### src/rtl/cnn_loader_pkg.sv
// Shared types, address defaults and the pixel-address helper for the layer1 pixel loader.
// Optional checksum feature in the loader is controlled by CNN_LOADER_CKSUM_EN.
package cnn_loader_pkg;

   typedef enum logic [1:0] {
      IDLE,
      COLLECT,
      DONE
   } loader_state_t;

   localparam logic [15:0] DEF_PIX_BASE  = 16'hc000;
   localparam logic [31:0] DEF_CTRL_ADDR = 32'hc001_0000;

   // Same {row,col} layout layer1 uses when it reads the pixel store.
   function automatic logic [15:0] pix_addr(input logic [10:0] row, input logic [4:0] col);
      return {row, col};
   endfunction

endpackage

### src/rtl/cnn_pixel_loader_if.sv
// Bus write-beat bundle feeding the pixel loader (address/data with separate valids, no ready).
interface cnn_pixel_loader_if;

   logic [31:0] awaddr;
   logic        awvalid;
   logic [31:0] wdata;
   logic        wvalid;

   modport master (output awaddr, awvalid, wdata, wvalid);
   modport slave  (input  awaddr, awvalid, wdata, wvalid);

endinterface

### src/rtl/pixel_pack_shift.sv
// Three 16-bit channel registers filled slot by slot; word_o already includes the sample
// being loaded this cycle so the packed pixel can be registered on the third beat.
module pixel_pack_shift
   import cnn_loader_pkg::*;
(
   input  logic        clk,
   input  logic        rst,
   input  logic        load_i,
   input  logic [1:0]  slot_i,
   input  logic [15:0] sample_i,
   output logic [47:0] word_o
);

   logic [2:0][15:0] ch_q;
   logic [2:0][15:0] ch_d;

   always_comb begin
      // NOTE: default assignment first so no path leaves ch_d unassigned (no latch).
      ch_d = ch_q;
      if (load_i && (slot_i != 2'd3)) begin
         ch_d[slot_i] = sample_i;
      end
   end

   // NOTE: only three words, so resetting them is cheap and keeps simulation X-free;
   // a real RAM-sized store would be left unreset.
   always_ff @(posedge clk or negedge rst) begin
      if (!rst) begin
         ch_q <= '0;
      end else begin
         ch_q <= ch_d;
      end
   end

   assign word_o = ch_d;

endmodule

### src/rtl/cnn_pixel_loader.sv
// Packs three channel beats per pixel and writes them to the layer1 pixel store; raises
// pixel_store_done once the image is complete. Define CNN_LOADER_CKSUM_EN for the checksum port.
module cnn_pixel_loader
   import cnn_loader_pkg::*;
#(
   parameter int unsigned IMG_W     = 32,
   parameter int unsigned IMG_H     = 32,
   parameter logic [15:0] PIX_BASE  = DEF_PIX_BASE,
   parameter logic [31:0] CTRL_ADDR = DEF_CTRL_ADDR
) (
   input  logic                     clk,
   input  logic                     rst,
   cnn_pixel_loader_if.slave        bus,
   output logic                     write_pixel_signal,
   output logic [15:0]              write_pixel_addr,
   output logic [47:0]              write_pixel_data,
   output logic                     pixel_store_done,
   output logic                     loader_busy,
   output logic                     overflow
`ifdef CNN_LOADER_CKSUM_EN
   ,
   output logic [15:0]              checksum
`endif
);

   localparam logic [4:0]  COL_LAST = 5'(IMG_W - 1);
   localparam logic [10:0] ROW_LAST = 11'(IMG_H - 1);

   loader_state_t state_q;
   logic [1:0]    ch_cnt_q;
   logic [4:0]    col_q;
   logic [10:0]   row_q;
   logic          strobe_q;
   logic [15:0]   addr_q;
   logic [47:0]   data_q;
   logic          done_q;
   logic          ovf_q;
`ifdef CNN_LOADER_CKSUM_EN
   logic [15:0]   cksum_q;
`endif

   logic          accept;
   logic          pix_beat;
   logic          restart;
   logic          load;
   logic [47:0]   word;
   logic          unused_wdata_hi;

   assign accept          = bus.awvalid && bus.wvalid;
   assign pix_beat        = accept && (bus.awaddr[31:16] == PIX_BASE);
   assign restart         = accept && (bus.awaddr == CTRL_ADDR) && bus.wdata[0];
   assign load            = pix_beat && (state_q != DONE);
   assign unused_wdata_hi = ^bus.wdata[31:16];

   pixel_pack_shift u_pack (
      .clk      (clk),
      .rst      (rst),
      .load_i   (load),
      .slot_i   (ch_cnt_q),
      .sample_i (bus.wdata[15:0]),
      .word_o   (word)
   );

   // NOTE: state registers use non-blocking assignments so every update sees pre-edge values.
   always_ff @(posedge clk or negedge rst) begin
      if (!rst) begin
         state_q  <= IDLE;
         ch_cnt_q <= '0;
         col_q    <= '0;
         row_q    <= '0;
         strobe_q <= 1'b0;
         addr_q   <= '0;
         data_q   <= '0;
         done_q   <= 1'b0;
         ovf_q    <= 1'b0;
`ifdef CNN_LOADER_CKSUM_EN
         cksum_q  <= '0;
`endif
      end else if (restart) begin
         state_q  <= IDLE;
         ch_cnt_q <= '0;
         col_q    <= '0;
         row_q    <= '0;
         strobe_q <= 1'b0;
         done_q   <= 1'b0;
         ovf_q    <= 1'b0;
`ifdef CNN_LOADER_CKSUM_EN
         cksum_q  <= '0;
`endif
      end else begin
         strobe_q <= 1'b0;
         // Done lags the final strobe by one cycle; DONE is left only via restart or reset.
         done_q   <= (state_q == DONE);
`ifdef CNN_LOADER_CKSUM_EN
         if (load) cksum_q <= cksum_q + bus.wdata[15:0];
`endif
         case (state_q)
            IDLE: begin
               if (pix_beat) begin
                  state_q  <= COLLECT;
                  ch_cnt_q <= 2'd1;
               end
            end
            COLLECT: begin
               if (pix_beat) begin
                  if (ch_cnt_q == 2'd2) begin
                     ch_cnt_q <= '0;
                     strobe_q <= 1'b1;
                     addr_q   <= pix_addr(row_q, col_q);
                     data_q   <= word;
                     // Counters stay on the last pixel once the image is complete.
                     if (col_q == COL_LAST) begin
                        if (row_q == ROW_LAST) begin
                           state_q <= DONE;
                        end else begin
                           col_q <= '0;
                           row_q <= row_q + 11'd1;
                        end
                     end else begin
                        col_q <= col_q + 5'd1;
                     end
                  end else begin
                     ch_cnt_q <= ch_cnt_q + 2'd1;
                  end
               end
            end
            DONE: begin
               if (pix_beat) ovf_q <= 1'b1;
            end
            default: state_q <= IDLE;
         endcase
      end
   end

   assign write_pixel_signal = strobe_q;
   assign write_pixel_addr   = addr_q;
   assign write_pixel_data   = data_q;
   assign pixel_store_done   = done_q;
   assign loader_busy        = (state_q == COLLECT);
   assign overflow           = ovf_q;
`ifdef CNN_LOADER_CKSUM_EN
   assign checksum           = cksum_q;
`endif

endmodule

### src/flat_wrapper.sv
// flat-port wrapper written by rule: the top's interface ports become plain ports
module cnn_pixel_loader_flat import cnn_loader_pkg::*;
#(
   parameter int unsigned IMG_W     = 32,
   parameter int unsigned IMG_H     = 32,
   parameter logic [15:0] PIX_BASE  = DEF_PIX_BASE,
   parameter logic [31:0] CTRL_ADDR = DEF_CTRL_ADDR
)
  (clk, rst, write_pixel_signal, write_pixel_addr, write_pixel_data, pixel_store_done, loader_busy, overflow, bus_awaddr, bus_awvalid, bus_wdata, bus_wvalid);
  cnn_pixel_loader_if bus_i ();
  input  logic clk;
  input  logic rst;
  output logic write_pixel_signal;
  output logic [15:0] write_pixel_addr;
  output logic [47:0] write_pixel_data;
  output logic pixel_store_done;
  output logic loader_busy;
  output logic overflow;
  input wire logic [$bits(bus_i.awaddr)-1:0] bus_awaddr;
  input wire logic [$bits(bus_i.awvalid)-1:0] bus_awvalid;
  input wire logic [$bits(bus_i.wdata)-1:0] bus_wdata;
  input wire logic [$bits(bus_i.wvalid)-1:0] bus_wvalid;
  assign bus_i.awaddr = bus_awaddr;
  assign bus_i.awvalid = bus_awvalid;
  assign bus_i.wdata = bus_wdata;
  assign bus_i.wvalid = bus_wvalid;
  cnn_pixel_loader #(.IMG_W(IMG_W), .IMG_H(IMG_H), .PIX_BASE(PIX_BASE), .CTRL_ADDR(CTRL_ADDR)) u_core (.clk(clk), .rst(rst), .bus(bus_i), .write_pixel_signal(write_pixel_signal), .write_pixel_addr(write_pixel_addr), .write_pixel_data(write_pixel_data), .pixel_store_done(pixel_store_done), .loader_busy(loader_busy), .overflow(overflow));
endmodule
### config.mk
export PLATFORM = sky130hd
export DESIGN_NAME = cnn_pixel_loader_flat
export DESIGN_NICKNAME = d
export VERILOG_FILES = /design/src/rtl/cnn_loader_pkg.sv /design/src/rtl/cnn_pixel_loader_if.sv /design/src/rtl/pixel_pack_shift.sv /design/src/rtl/cnn_pixel_loader.sv /design/src/flat_wrapper.sv
export SDC_FILE = /design/constraint.sdc
export NUM_CORES = 1
export LEC_CHECK = 0
export ABC_AREA = 1
export CORE_ASPECT_RATIO = 0.9
export CORE_MARGIN = 3
export CORE_UTILIZATION = 50
export CTS_CLUSTER_DIAMETER = 150
export DETAILED_ROUTE_END_ITERATION = 10
export MAX_ROUTING_LAYER = met4
export PLACE_DENSITY = 0.78
export SLEW_MARGIN = 10
export SYNTH_ARGS = -nofsm -noshare
export SYNTH_HDL_FRONTEND = slang
export SYNTH_HIERARCHICAL = 1
export SYNTH_SLANG_ARGS = --single-unit
### constraint.sdc
create_clock -name clk -period 2.25 [get_ports clk]
set_clock_uncertainty 0.1 [all_clocks]
set_input_delay 0.3375 -clock clk [delete_from_list [all_inputs] [get_ports clk]]
set_output_delay 0.3375 -clock clk [all_outputs]
set_load 0.02 [all_outputs]
# --- Yosys cells after proc, flatten, opt, wreduce, memory -nomap -nowiden ---
# Index checks and enable logic that the tools add are counted.
# W data, S select, Z words.
totals:
  in_bits: 68
  elab_cells: 90
  register_bits: 135
  out_inout_bits: 68
classes:
  mux: 35
  eq_ne: 17
  add_sub_neg: 3
  n_reduce_logical: 20
  order_cmp: 2
  bitwise: 1
ops:
  columns: ["cell", "count"]
  rows:
  - ["$mux W11", 6]
  - ["$bwmux W48", 1]
  - ["$mux W48", 1]
  - ["$demux W16 S2", 1]
  - ["$eq A32 B32 Y1 const B", 1]
  - ["$mux W5", 6]
  - ["$mux W2", 9]
  - ["$eq A16 B16 Y1 const B", 1]
  - ["$mux W16", 1]
  - ["$ne A3 B1 Y1 const B", 5]
  - ["$add A11 B1 Y11 const B", 1]
  - ["$eq A11 B5 Y1 const B", 1]
  - ["$reduce_bool A2 Y1", 5]
  - ["$mux W1", 8]
  - ["$reduce_and A4 Y1", 2]
  - ["$logic_and A1 B1 Y1", 7]
  - ["$pmux W2 S3", 1]
  - ["$reduce_and A6 Y1", 1]
  - ["$add A5 B1 Y5 const B", 1]
  - ["$eq A5 B5 Y1 const B", 1]
  - ["$reduce_and A5 Y1", 1]
  - ["$eq A2 B2 Y1 const B", 2]
  - ["$ne A2 B1 Y1 const B", 2]
  - ["$ne A2 B2 Y1 const B", 2]
  - ["other kinds (11)", 11]

# --- Longest topological paths before layout ---
logic_depth:
  word_depth: 7
  depth_mapped: 14
  ltp_nobuf: 14

# --- Modules after synthesis ---
# The synthesis kept the hierarchy.
modules_own_cells:
  columns: ["module", "n_inst", "seq_area_each_um2", "area_each_um2", "cells_per_inst"]
  rows:
  - ["cnn_pixel_loader", 1, 2177.1, 4036.4, 525]
  - ["pixel_pack_shift", 1, 1201.2, 2185.8, 216]

# --- Worst setup path after synthesis ---
# OpenSTA, ideal clock, no wires.
synth_path:
  path_type: "register to register"
  startpoint: "register u_core.state_q[0]"
  endpoint: "register u_core.data_q[0], in the netlist u_core/write_pixel_data[0]"
  t_required_ns: 2.033
  period_less_slack_ns: 2.050
  path_buffers: 2
  slack_ns: 0.200
  setup_time_ns: 0.117
  stages_incl_launch_ff: 10
  arrival_time_ns: 1.833
  path_cell_list: "dfrtp_1 -> inv_1 -> nor2_1 -> inv_1 -> nor3_4 -> inv_2 -> buf_2 -> buf_2 -> nand2_1 -> nand2_1"
synth_via:
  word_cells_on_any_way: 6
  cone_classes: "2 x eq/ne; 1 x mux; 3 x reduce/logical"
synth_rtl:
  columns: ["item", "line", "rtl"]
  rows:
  - ["from (decl)", "cnn_pixel_loader.sv:29", "loader_state_t state_q;"]
  - ["from (signal assigned)", "cnn_pixel_loader.sv:67", "state_q <= IDLE;"]
  - ["from (signal assigned)", "cnn_pixel_loader.sv:80", "state_q <= IDLE;"]
  - ["from (signal assigned)", "cnn_pixel_loader.sv:100", "state_q <= COLLECT;"]
  - ["$eq A2 B1 Y1", null, null]
  - ["via loader_busy", "flat_wrapper.sv:17", "output logic loader_busy;"]
  - ["$reduce_and A4 Y1 (no line)", null, null]
  - ["to (signal assigned)", "cnn_pixel_loader.sv:110", "data_q <= word;"]
  - ["to (decl)", "cnn_pixel_loader.sv:35", "logic [47:0] data_q;"]
# The timed path passes the listed nets, and every way through them passes these cells.
# A chain may end at the register's enable or synchronous reset.

# --- Worst setup path in the final report ---
layout_path:
  startpoint: "input port bus_awaddr[23]"
  endpoint: "register u_core.data_q[0], in the netlist u_core/write_pixel_data[0]"
layout_via:
  elab_chain_len: 5
  word_cells_on_any_way: 10
  cone_classes: "2 x eq/ne; 1 x mux; 1 x bitwise; 6 x reduce/logical"
layout_lines:
  columns: ["item", "line", "rtl"]
  rows:
  - ["from (decl)", "flat_wrapper.sv:19", "input wire logic [$bits(bus_i.awaddr)-1:0] bus_awaddr;"]
  - ["$eq A16 B16 Y1", "cnn_pixel_loader.sv:50", "assign pix_beat = accept && (bus.awaddr[31:16] == PIX_BASE);"]
  - ["$logic_and A1 B1 Y1", "cnn_pixel_loader.sv:50", null]
  - ["$logic_and A1 B1 Y1", "cnn_pixel_loader.sv:52", "assign load = pix_beat && (state_q != DONE);"]
  - ["via u_core.load", "cnn_pixel_loader.sv:45", "logic load;"]
  - ["$logic_and A1 B1 Y1", "pixel_pack_shift.sv:20", "if (load_i && (slot_i != 2'd3)) begin"]
  - ["$mux W48", "pixel_pack_shift.sv:20", null]
  - ["via u_core.word[0]", "cnn_pixel_loader.sv:46", "logic [47:0] word;"]
# The timed path passes the listed nets, and every way through them passes these cells.

==> results.yml <==
cts:
  root_buffer: "clkbuf_16"
  htreeDepth: 4
  post-cts-setup-buffers: 0
  clk_pin_slew_ps: 60
  clockBufferDepth: 2
  cts_tree: "yes"
  clk_latency_ps: 410
  cts_buffers: 17
  numClockSinks: 135
setup_path:
  cp_max_fo: 13
  end_kind: "register"
  crit_required_ps: 2450
  reg2reg_setup_slack_ps: 200
  cp.arrival_ps: 2310
  cp-start-kind: "primary input"
  critPathKind: "primary input to register"
  rr_startpoint: "u_core/col_q[1]"
  reg2reg_to: "u_core/row_q[6]"
  r2r_cells: 12
final_layout:
  layout.nets: 960
  nFillCells: 944
  final_cell_mix: "nand2_1 (299), dfrtp_1 (135), clkdlybuf4s50_1 (117)"
  syn_to_final_growth_pct: 35.0
  drive_gt1_share_pct: 12.2
  area.sequential_mm2: 0.00338
  multiInputGateArea_mm2: 0.00243
  layout_commonest_cell: "nand2_1"
  insertedDiodeCount: 0
power:
  p_per_area_mw_per_mm2: 653
  vdd_drop_max_uv: 486
  p_leak_nw: 4.25
routing:
  drtAntennaViolNets: 0
  wl_per_cell_um: 15.3
  viasPerCell: 5.29
  wl_um: 16300
  drt_iter0_drc: 474
  firstDrtPassIters: 7
  drc: 0
  vias: 5620
synthesis:
  synth_warnings: 6
  synth_ff_type: "dfrtp_1"
  yosysTopAreaCell: "dfrtp_1"
  ys_ff_latch: 135
  yosysTopAreaCellShare_pct: 54.3
  synth_edf_count: 0
  synth_area_leaders: "dfrtp_1 (54%), nand2_1 (18%), nand4_1 (5.8%)"
  avgSynthCellArea_um2: 8.40
  synth.yosys.seq_area_share_pct: 54.3
  async_flop_share_pct: 100
  syn_area_mm2: 0.00622
  synthCells: 741
  syn-num-nets: 812
  synth_cell_types: 34
grt:
  grt_pass1_vias: 5513
  grt_usage_pct: 25.0
  grt_start_max_net_pins: 69
  grt-ovfl-total: 0
  grt_pass1_wl_um: 26600
  antenna_found_initial: 0
floorplan:
  fp.dieH_um: 112
  rows: 38
  die-area_mm2: 0.0138
  initial_core_util_pct: 51.3
  ioPinCount: 136
  die_width_um: 124
  coreArea_mm2: 0.0121
sta:
  timing.hold.ws_ps: 301
  tightest_slew_ps: 388
  setup_slack_ps: 138
  fin_crit_sh_pct: 93.9
  max_freq_ghz: 0.473
  post-route-min-period_ps: 2110
  slew_headroom_pct: 74.2
  finalSetupViolations: 0
  finalMaxSlewViolations: 0
  hold_viol_final: 0
  rsz0062_at_grt: "yes"
run_status:
  outcome: "complete, no violations"
placed_design:
  dp_slack_ps: -254
  portBuffers: 119
  dp_hpwl_um: 11700
  gp_congestion: 0.929
worst_hold_path:
  holdCritPathClass: "primary input to asynchronous set/reset pin"
run:
  maxCapViolations: 0
-- area by class of cell --
class                      instances  area share (%)
multi-input combinational        531            28.9
clock buffer                      18            5.23
timing repair buffer             161            19.1
clock inverter                    14            2.07
inverter                          43            2.07
sequential                       135            40.2
tap                              160            2.38
-- where the power goes --
| group | total, mW | switching, mW | internal, mW |
|---|---|---|---|
| Combinational | 0.213 | 0.107 | 0.107 |
| Sequential | 2.43 | 0.0000305 | 2.43 |
| Clock | 2.84 | 1.06 | 1.78 |
-- synth_stat cells (5+ instances only) --
cell,instances
nand2_1,299
dfrtp_1,135
nor2_1,59
nand4_1,58
inv_1,39
nand3_1,28
nand2_2,20
o21ai_0,18
nor3_1,10
o21ai_1,10
buf_2,8
clkbuf_1,8
a21oi_1,7
buf_6,5
clkbuf_4,5
-- per-stage QoR --
step	std cells	TNS [ps]	total power [mW]	utilization [%]	instance area, µm²
2_1_floorplan	741	0	2.50	-	6220
3_3_place_gp	1028	-10360	2.68	64.0	7760
3_5_place_dp	1028	-16050	2.69	64.0	7760
4_1_cts	1061	0	5.52	69.2	8390
5_1_grt	1062	-1.16	5.67	69.3	8400
6_report	1062	0	5.49	69.3	8400
-- worst max-delay path by stage --
stage / startpoint / end / slack (ps) / cells past startpoint
2_1_floorplan: u_core/state_q[0] / u_core/write_pixel_data[0] / 200 / 9
3_3_place_gp: bus_awaddr[30] / u_core/write_pixel_data[15] / -190 / 13
3_5_place_dp: bus_awaddr[28] / u_core/write_pixel_data[12] / -250 / 14
4_1_cts: u_core/state_q[0] / loader_busy / 30 / 3
5_1_grt: u_core/col_q[0] / u_core/row_q[3] / -1 / 11
6_report: bus_awaddr[23] / u_core/write_pixel_data[0] / 140 / 14
-- sequential cells by signal (all words and copies together), names as in the netlist --
signal,count
u_core/col_q,5
u_core/state_q,2
u_core/write_pixel_data,48
u_core/overflow,1
u_core/write_pixel_addr,16
u_core/write_pixel_signal,1
u_core/pixel_store_done,1
u_core/u_pack/ch_q,48
u_core/row_q,11
u_core/ch_cnt_q,2
-- cells by family (layout without fill, tap and decap cells) --
group / Yosys count / count (layout) / synth area share (%)
fa+ha+maj: 3 / 3 / 0.603
buf+inv: 76 / 236 / 7.00
compound gates: 38 / 38 / 3.18
flops: 135 / 135 / 54.3
simple gates: 489 / 490 / 34.9
-- critical path: stages --
cell and delay, ps:
clkdlybuf4s50_1 400, nor2_1 150, nand2_1 110, nor3_2 140, nand2_1 110, nor2_4 110, inv_2 60, nor2_4 110
buf_12 170, nand3_2 250, nand2_1 150, nand2_1 70, nand2_1 70, nand2_1 50
-- per-layer routing --
| layer | share of wire (%) | global-route usage [%] | vias up |
|---|---|---|---|
| met5 | 0 | - | - |
| met4 | 2.2 | 8.56 | 0 |
| met2 | 49 | 39.5 | 215 |
| li1 | - | - | 2704 |
| met1 | 43 | 32.7 | 2663 |
| met3 | 5.6 | 4.47 | 38 |
-- repair_timing --
item | in CTS | in global routing
gates resized for setup | 1 | 1
hold buffers | 1 | 0
gates cloned | 0 | 1
setup endpoints to repair | 1 | 3
endpoints found under the hold margin | 27 | 0
(Power assumes the default switching activity.)
